`config.mk`:
```
export PLATFORM = sky130hd
export DESIGN_NAME = dmem_arbiter
export DESIGN_NICKNAME = d
export VERILOG_FILES = /design/src/rtl/dmem_arbiter.sv
export SDC_FILE = /design/constraint.sdc
export NUM_CORES = 1
export LEC_CHECK = 0
export CAP_MARGIN = 30
export CORE_AREA = 3 3 123 125
export CTS_BUF_LIST = sky130_fd_sc_hd__clkbuf_8
export DETAILED_ROUTE_END_ITERATION = 8
export DIE_AREA = 0 0 126 128
export GPL_ROUTABILITY_DRIVEN = 0
export PLACE_DENSITY = 0.87
export SLEW_MARGIN = 20
export SYNTH_ARGS = -nofsm -noshare
export SYNTH_HDL_FRONTEND = slang
export SYNTH_SLANG_ARGS = --single-unit
```
`constraint.sdc`:
```
create_clock -name ARB_clk -period 4.8 [get_ports ARB_clk]
set_clock_uncertainty 0.2 [all_clocks]
set_input_delay 0.96 -clock ARB_clk [delete_from_list [all_inputs] [get_ports ARB_clk]]
set_output_delay 0.96 -clock ARB_clk [all_outputs]
set_load 0.02 [all_outputs]
```
`src/rtl/dmem_arbiter.sv`:
```
// Two-requester (CPU / DMA) arbiter in front of memory port 2.
// Accepts one access at a time, round-robins on ties, and returns read data
// to the owning requester after RD_LAT cycles, with a one-cycle rvalid pulse.
module dmem_arbiter #(
    parameter int RD_LAT = 1
) (
    input  logic        ARB_clk,
    input  logic        ARB_RST_n,
    // CPU requester
    input  logic        cpu_req,
    input  logic        cpu_we,
    input  logic [31:0] cpu_addr,
    input  logic [31:0] cpu_wdata,
    input  logic [1:0]  cpu_size,
    output logic        cpu_gnt,
    output logic        cpu_rvalid,
    output logic [31:0] cpu_rdata,
    // DMA requester
    input  logic        dma_req,
    input  logic        dma_we,
    input  logic [31:0] dma_addr,
    input  logic [31:0] dma_wdata,
    input  logic [1:0]  dma_size,
    output logic        dma_gnt,
    output logic        dma_rvalid,
    output logic [31:0] dma_rdata,
    // Memory port 2
    output logic        mem_RDEN2,
    output logic        mem_WE2,
    output logic [31:0] mem_addr2,
    output logic [31:0] mem_din2,
    output logic [1:0]  mem_size,
    input  logic [31:0] mem_dout2,
    output logic        busy
);

    // Handshake: a requester raises req with stable fields and holds them until
    // it sees gnt (asserted for the single ISSUE cycle). Once latched in IDLE the
    // access completes even if req falls. rvalid pulses once, the cycle after
    // the read data has been captured into that requester's rdata register.

    typedef enum logic [1:0] {
        IDLE    = 2'd0,
        ISSUE   = 2'd1,
        WAIT_RD = 2'd2
    } state_t;

    localparam logic [2:0] CNT_INIT = 3'(RD_LAT - 1);

    state_t      state_q, state_d;
    logic        win_dma_q, win_dma_d;     // owner of the current access
    logic        last_dma_q, last_dma_d;   // last grant went to DMA
    logic        we_q, we_d;
    logic [31:0] addr_q, addr_d;
    logic [31:0] wdata_q, wdata_d;
    logic [1:0]  size_q, size_d;
    logic [2:0]  cnt_q, cnt_d;
    logic [31:0] cpu_rdata_q, cpu_rdata_d;
    logic [31:0] dma_rdata_q, dma_rdata_d;
    logic        cpu_rvalid_q, cpu_rvalid_d;
    logic        dma_rvalid_q, dma_rvalid_d;
    logic        pick_dma;

    // Next-state, arbitration, field latching and read-data capture
    always_comb begin
        state_d      = state_q;
        win_dma_d    = win_dma_q;
        last_dma_d   = last_dma_q;
        we_d         = we_q;
        addr_d       = addr_q;
        wdata_d      = wdata_q;
        size_d       = size_q;
        cnt_d        = cnt_q;
        cpu_rdata_d  = cpu_rdata_q;
        dma_rdata_d  = dma_rdata_q;
        cpu_rvalid_d = 1'b0;
        dma_rvalid_d = 1'b0;
        // On a tie the requester that did not win last time gets the port
        pick_dma     = dma_req && (!cpu_req || !last_dma_q);
        unique case (state_q)
            IDLE: begin
                if (cpu_req || dma_req) begin
                    win_dma_d  = pick_dma;
                    last_dma_d = pick_dma;
                    we_d       = pick_dma ? dma_we    : cpu_we;
                    addr_d     = pick_dma ? dma_addr  : cpu_addr;
                    wdata_d    = pick_dma ? dma_wdata : cpu_wdata;
                    size_d     = pick_dma ? dma_size  : cpu_size;
                    state_d    = ISSUE;
                end
            end
            ISSUE: begin
                if (we_q) begin
                    state_d = IDLE;
                end else begin
                    cnt_d   = CNT_INIT;
                    state_d = WAIT_RD;
                end
            end
            WAIT_RD: begin
                if (cnt_q == 3'd0) begin
                    if (win_dma_q) begin
                        dma_rdata_d  = mem_dout2;
                        dma_rvalid_d = 1'b1;
                    end else begin
                        cpu_rdata_d  = mem_dout2;
                        cpu_rvalid_d = 1'b1;
                    end
                    state_d = IDLE;
                end else begin
                    cnt_d = cnt_q - 3'd1;
                end
            end
            default: state_d = IDLE;
        endcase
    end

    // State and datapath registers; reset discards any in-flight access
    always_ff @(posedge ARB_clk or negedge ARB_RST_n) begin
        if (!ARB_RST_n) begin
            state_q      <= IDLE;
            win_dma_q    <= 1'b0;
            last_dma_q   <= 1'b1;
            we_q         <= 1'b0;
            addr_q       <= 32'd0;
            wdata_q      <= 32'd0;
            size_q       <= 2'd0;
            cnt_q        <= 3'd0;
            cpu_rdata_q  <= 32'd0;
            dma_rdata_q  <= 32'd0;
            cpu_rvalid_q <= 1'b0;
            dma_rvalid_q <= 1'b0;
        end else begin
            state_q      <= state_d;
            win_dma_q    <= win_dma_d;
            last_dma_q   <= last_dma_d;
            we_q         <= we_d;
            addr_q       <= addr_d;
            wdata_q      <= wdata_d;
            size_q       <= size_d;
            cnt_q        <= cnt_d;
            cpu_rdata_q  <= cpu_rdata_d;
            dma_rdata_q  <= dma_rdata_d;
            cpu_rvalid_q <= cpu_rvalid_d;
            dma_rvalid_q <= dma_rvalid_d;
        end
    end

    // Strobes and grants exist only in ISSUE; address/data/size hold the latch
    always_comb begin
        cpu_gnt    = (state_q == ISSUE) && !win_dma_q;
        dma_gnt    = (state_q == ISSUE) &&  win_dma_q;
        mem_WE2    = (state_q == ISSUE) &&  we_q;
        mem_RDEN2  = (state_q == ISSUE) && !we_q;
        mem_addr2  = addr_q;
        mem_din2   = wdata_q;
        mem_size   = size_q;
        busy       = (state_q != IDLE);
        cpu_rdata  = cpu_rdata_q;
        dma_rdata  = dma_rdata_q;
        cpu_rvalid = cpu_rvalid_q;
        dma_rvalid = dma_rvalid_q;
    end

endmodule

```
==> impl_results.md, run 1 <==
- Rel. slew slack: 0.406
- Drt first pass iters: 4
- R2r startpoint: cnt_q[0]
- DP HPWL: 13200 um
- DRC: 0
- Top delay family on crit path: buffers and inverters
- Syn Std Cell Area: 6290 um^2
- Vias in the first global route: 5073
- PnR worst setup slack: 1.54 ns
- Post-route ant nets: 0
- Initial antenna violation count: 0
- Distinct cell type count after synthesis: 31
- Total gr overflow: 0
- Setup slack, reg-to-reg: 2.12 ns
- Maximum clock path buffer count: 2
- CTS Sinks: 140
- Max-slew violation count: 0
- Cts bufs inserted: 17
- Fin nets: 877
- Yosys warnings: 0
- Core ar.: 14000 um^2
- FF+latch count, synth: 140
- Arrival @ worst endpoint: 2.10 ns
- Design area: 9920 um^2
- Pre-CTS setup slack: 1.42 ns
- Worst reg2reg endpoint: dma_rdata[10]
- Crit path time final: 3.26 ns
- Pin count of the biggest net entering global routing: 110
- Outcome: complete, no violations
- Setup TNS: 0 ns
- GRT Total Usage: 0.221
- Tcrit/Tclk final: 0.680
- Min-delay worst type: primary input to async pin
- Die ar.: 16100 um^2
- Antenna Diode Count: 0
- CTS tree: yes
- Via count: 4463
- Vert. Die Dim: 128 um
- WL per Instance: 20.1 um
- Root Buffer: clkbuf_8
- CP Buf/Inv Count: 1
- Fin. Hold Viols: 0
- Unrepaired setup endpoints after global routing: false
- Critical Path RT: 3.64 ns
- Post-CTS Hold Buffers: 0
- Area Overhead vs Synth: 57.7%
- Crit Path Class: register to primary output
- Worst-margin pin slew: 0.891 ns
- Syn Inst Count: 397
- Worst-Skew Late Latency: 0.43 ns
- CP Launch Point: state_q[1]
- Number of gates resized after CTS: 0
- CP max stage cell: clkdlybuf4s50_1
- Global-route wire length before repair: 27600 um
- Routed WL: 18100 um
- Setup violators final: 0
- Vias per std cell: 4.97
- Max Cap Violations: 0
- Crit path cell chain: nand2b_1, nor2_1, clkdlybuf4s50_1
- Io pins: 307
- Post-synthesis net count: 569
- H-Tree Depth: 4
- Post-placement cell area: 9450 um^2
- Slowest stage delay, CP: 0.68 ns
- Share of layout cells above drive strength 1: 0.322
- Port buffer count: 306
- Worst-path clk slew: 0.08 ns
- P_leak: 4.19 nW
- Initial Utilization: 0.450
- First DRT Iteration DRCs: 204
- Sequential-to-total area share from yosys stat: 0.557
- FP Rows: 43
- Critical path endpoint category: primary output
- Max Clk Rate: 0.306 GHz
- Total Power: 6.64 mW
- CP Launch Type: register
- Max FO, Critical Path: 9
- Cells on worst reg2reg path: 6
- Critical path depth in cells: 3
- Critical Path End: mem_RDEN2
- Die width: 126 um
- Peak VDD IR: 0.539 mV
- PwrDens: 669 nW/um^2
- Avg Cell Area, Syn: 15.9 um^2
- Post-CTS Setup Bufs: 0
- Final core utilization: 0.709
cell usage after synthesis, drive strengths merged:
cell type    n  area, um^2
ha           2        25.0
or3          1        6.26
nor4b        1        8.76
o22ai        2        12.5
nand3b       1        7.51
nor3         1        10.0
buf         23         196
o31ai        1        7.51
mux2       196        2350
o211ai       1        7.51
nor2b        1        6.26
dfstp        1        26.3
a221oi       1        8.76
a211oi       1        7.51
a21oi        3        15.0
o21ai        2        10.0
a31oi        1        6.26
a21bo        1        10.0
nor2         6        22.5
mux2i        2        20.0
o21a         1        7.51
dfrtp      139        3480
inv          6        22.5
nand2b       2        15.0
or2b         1        7.51
cells in the final DEF (no fill, tap or decap), drive strengths merged, types with 2 or more instances in the layout:
| cell type | n |
|---|---|
| o21ai | 2 |
| inv | 9 |
| mux2 | 196 |
| nand2b | 2 |
| a21oi | 3 |
| clkdlybuf4s50 | 305 |
| dfrtp | 139 |
| bufinv | 3 |
| o22ai | 2 |
| buf | 7 |
| nor2 | 6 |
| clkinv | 7 |
| clkbuf | 18 |
| ha | 2 |
| mux2i | 2 |
metal layers:
layer / GRT usage / vias up / wire [um]
li1: - / 2036 / -
met1: 0.233 / 2219 / 6410
met2: 0.411 / 177 / 10100
met3: 0.0650 / 31 / 1120
met4: 0.0871 / 0 / 466
met5: 0 / - / 0
stage by stage:
stage | hold slack, ns | instances
finish | 0.205 | 898
global route | 0.185 | 898
CTS | 0.298 | 896
detailed placement | 0.278 | 864
global placement | 0.269 | 863
floorplan | 0.269 | 397
flip-flops by register name (all words and copies together) (netlist names):
| name | flops |
|---|---|
| cnt_q | 3 |
| cpu_rdata | 32 |
| cpu_rvalid | 1 |
| dma_rdata | 32 |
| dma_rvalid | 1 |
| last_dma_q | 1 |
| mem_addr2 | 32 |
| mem_din2 | 32 |
| mem_size | 2 |
| state_q | 2 |
| we_q | 1 |
| win_dma_q | 1 |
cell type report:
cell class                      count  area [um^2]
Multi-Input combinational cell    228         2590
Sequential cell                   140         3500
Clock inverter                     14          169
Clock buffer                       18          248
Timing Repair Buffer              312         3170
Fill cell                         950         4060
Tap cell                          180          225
Inverter                            6         22.5
worst register-to-register path: cells and delay by family (launching register included):
kind	cells	cell delay [ns]
mux	1	0.31
simple gates	2	1.05
fa+ha+maj	1	0.19
flops	1	0.41
buf+inv	2	0.40
worst min-delay path by stage:
stage	start	to	cells after the start	slack, ns
3_5_place_dp	mem_din2[4]	mem_din2[4]	1	0.28
3_3_place_gp	mem_din2[4]	mem_din2[4]	1	0.27
6_report	ARB_RST_n	cpu_rdata[13]	1	0.20
4_1_cts	mem_din2[4]	mem_din2[4]	1	0.30
2_1_floorplan	cnt_q[2]	cnt_q[2]	1	0.27
5_1_grt	ARB_RST_n	cpu_rdata[13]	1	0.18
logic make-up (layout without fill, tap and decap cells):
kind of cell             after synthesis  after routing  share of synthesized area
multiplexers                         198            198                      0.376
flip-flops                           140            140                      0.557
buffers and inverters                 29            350                     0.0348
AO/OA/AOI/OAI                         14             14                     0.0147
AND/OR/NAND/NOR                       14             14                     0.0133
adder cells (fa/ha/maj)                2              2                    0.00397
where the power goes:
part | switching, mW | internal, mW
Sequential | 0.345 | 1.78
Clock | 0.466 | 0.529
Combinational | 1.58 | 1.94
Total | 2.39 | 4.24
Power figures use the tool's default switching activity.
==> run 2, diff against run 1 <==
--- a/config.mk
+++ b/config.mk
@@ -6,12 +6,12 @@
 export NUM_CORES = 1
 export LEC_CHECK = 0
 export CAP_MARGIN = 30
-export CORE_AREA = 3 3 123 125
+export CORE_AREA = 3 3 127 129
 export CTS_BUF_LIST = sky130_fd_sc_hd__clkbuf_8
 export DETAILED_ROUTE_END_ITERATION = 8
-export DIE_AREA = 0 0 126 128
+export DIE_AREA = 0 0 130 132
 export GPL_ROUTABILITY_DRIVEN = 0
-export PLACE_DENSITY = 0.87
+export PLACE_DENSITY = 0.83
 export SLEW_MARGIN = 20
 export SYNTH_ARGS = -nofsm -noshare
 export SYNTH_HDL_FRONTEND = slang
==> constraint.sdc (replaced) <==
create_clock -name ARB_clk -period 3.22 [get_ports ARB_clk]
set_clock_uncertainty 0.2 [all_clocks]
set_input_delay 0.644 -clock ARB_clk [delete_from_list [all_inputs] [get_ports ARB_clk]]
set_output_delay 0.644 -clock ARB_clk [all_outputs]
set_load 0.02 [all_outputs]
==> impl_results.md, run 2 (same netlist as run 1, synthesis figures left out) <==
- Port buffer count: 306 (unchanged)
- Root Buffer: clkbuf_8
- Max Cap Violations: 0 (unchanged)
- Total Power: 9.91 mW (+49%)
- WHS: 0.301 ns (+0.0962 ns)
- Most frequent cells in the layout: 305 x clkdlybuf4s50_1, 149 x mux2_2, 139 x dfrtp_1, 38 x mux2_4, 21 x clkbuf_8
- Net load switching power: 3.51 mW (+47%)
- First DRT Iteration DRCs: 141 (-31%)
- Commonest non-fill, non-tap cell in the layout: clkdlybuf4s50_1
- Io pins: 307 (unchanged)
- Clock Power Share: 0.153 (+0.003)
- Cts bufs inserted: 17 (unchanged)
- Initial Utilization: 0.416 (-0.0344)
- DRC: 0 (unchanged)
- Vias in the first global route: 4819 (-5.0%)
- Die ar.: 17200 um^2 (+6.4%)
- Total gr overflow: 0 (unchanged)
- Global-route wire length before repair: 26300 um (-4.7%)
- Share of layout cells above drive strength 1: 0.324 (+0.00237)
- Power share of the combinational group: 0.528 (-0.002)
- Met2 WL: 8960 um (-11%)
- Critical Path RT: 2.38 ns (-1.26 ns)
- CP Launch Type: register
- Max Clk Rate: 0.355 GHz
- Fin. Hold Viols: 0 (unchanged)
- Die width: 130 um (+3.2%)
- Maximum clock path buffer count: 2 (unchanged)
- WL met3: 1050 um (-6.5%)
- Worst-path clk slew: 0.08 ns (about the same)
- Max Used Layer: met4
- Setup TNS: 0 ns (unchanged)
- Post-placement cell area: 9530 um^2 (+0.83%)
- Net Sw Frac: 0.354 (-0.00626)
- Unrepaired setup endpoints after global routing: false
- Crit Path Class: register to primary output
- Antenna Diode Count: 0 (unchanged)
- GRT Total Usage: 0.198 (-0.0227)
- Number of gates resized after CTS: 0 (unchanged)
- CTS tree: yes
- Area Overhead vs Synth: 58.4%
- Max FO, Critical Path: 9 (unchanged)
- Core ar.: 15100 um^2 (+8.3%)
- P_leak: 4.21 nW (+0.48%)
- DP HPWL: 12900 um (-2.3%)
- Post-route ant nets: 0 (unchanged)
- Crit path time final: 2.82 ns
- Worst-margin pin slew: 0.629 ns (-0.263 ns)
- Min-delay worst type: register to register
- Worst-Skew Late Latency: 0.43 ns (about the same)
- Tcrit/Tclk final: 0.876
- CTS Sinks: 140 (unchanged)
- Design area: 9970 um^2 (+0.44%)
- Critical path endpoint category: primary output
- FP Rows: 45 (+4.7%)
- Rel. slew slack: 0.581 (+0.175)
- Post-CTS Setup Bufs: 0 (unchanged)
- Pin count of the biggest net entering global routing: 68 (-38%)
- Met1 wire length: 6500 um (+1.5%)
- Vias per std cell: 4.89 (-1.6%)
- Peak VDD IR: 0.546 mV (+1.4%)
- Arrival @ worst endpoint: 1.98 ns (-0.12 ns)
- PwrDens: 994 nW/um^2 (+49%)
- Via count: 4449 (-0.31%)
- Drt first pass iters: 4 (unchanged)
- Fin nets: 882 (+0.57%)
- Pint: 6.40 mW (+51%)
- Final core utilization: 0.658 (-0.0513)
- WL per Instance: 18.6 um (-7.6%)
- Sequential share of power: 0.319 (about the same)
- Routed WL: 16900 um (-6.3%)
- Vert. Die Dim: 132 um (+3.1%)
- Setup violators final: 0 (unchanged)
- Max-slew violation count: 0 (unchanged)
- Outcome: complete, no violations
- Initial antenna violation count: 0 (unchanged)
- H-Tree Depth: 4 (unchanged)
==> run 2: cell count changes in the layout (fill, tap and decap cells not counted), sizes merged <==
| cell | before | now |
|---|---|---|
| clkinv | 7 | 3 |
| buf | 7 | 11 |
| dlygate4sd3 | 0 | 1 |
| clkbuf | 18 | 21 |
==> run 2: cell type report <==
| cell class | count | area, um^2 |
|---|---|---|
| Sequential cell | 140 | 3500 |
| Inverter | 6 | 22.5 |
| Clock inverter | 10 | 138 |
| Fill cell | 1085 | 5180 |
| Tap cell | 188 | 235 |
| Timing Repair Buffer | 317 | 3190 |
| Multi-Input combinational cell | 228 | 2590 |
| Clock buffer | 21 | 289 |
==> run 2: what timing repair did <==
item / CTS / global route
hold buffers: 1 / 0
hold endpoints to repair: 31 / 0
setup endpoints to repair: 0 / 0
==> run 2: critical path: stages, from the launching register on <==
cell and delay, ns:
dfrtp_1 0.47, nor2_1 0.35, inv_1 0.13, clkdlybuf4s50_1 0.59
==> run 2: final timing paths <==
check                       startpoint       endpoint  slack, ns  depth (start not counted)
max                         state_q[1]           busy       0.40                          3
min                        mem_din2[8]    mem_din2[8]       0.30                          1
max reg2reg                   cnt_q[0]  dma_rdata[27]       0.77                          6
min reg2reg                mem_din2[8]    mem_din2[8]       0.30                          1
max in group asynchronous    ARB_RST_n     dma_rvalid       1.45                          3
min in group asynchronous    ARB_RST_n   cpu_rdata[3]       0.57                          2
==> run 2: power by group through the flow <==
stage	Clock, mW	Sequential (mW)	Combinational, mW
after floorplan	0	4.16	1.80
after global placement	0	3.13	5.18
after detailed placement	0	3.18	5.29
after CTS	1.56	3.17	5.30
after global routing	1.64	3.28	5.48
final	1.51	3.16	5.23
==> run 2: stage by stage <==
step | setup slack, ns | cells
after floorplan | 1.12 | 397
after global placement | 0.549 | 878
after detailed placement | 0.495 | 878
after CTS | 0.327 | 910
after global routing | 0.230 | 910
final | 0.401 | 910
==> run 2: per-layer routing <==
metal,track usage,up-vias
li1,-,2048
met1,0.231,2206
met2,0.346,168
met3,0.0519,27
met4,0.0745,0
met5,0,-
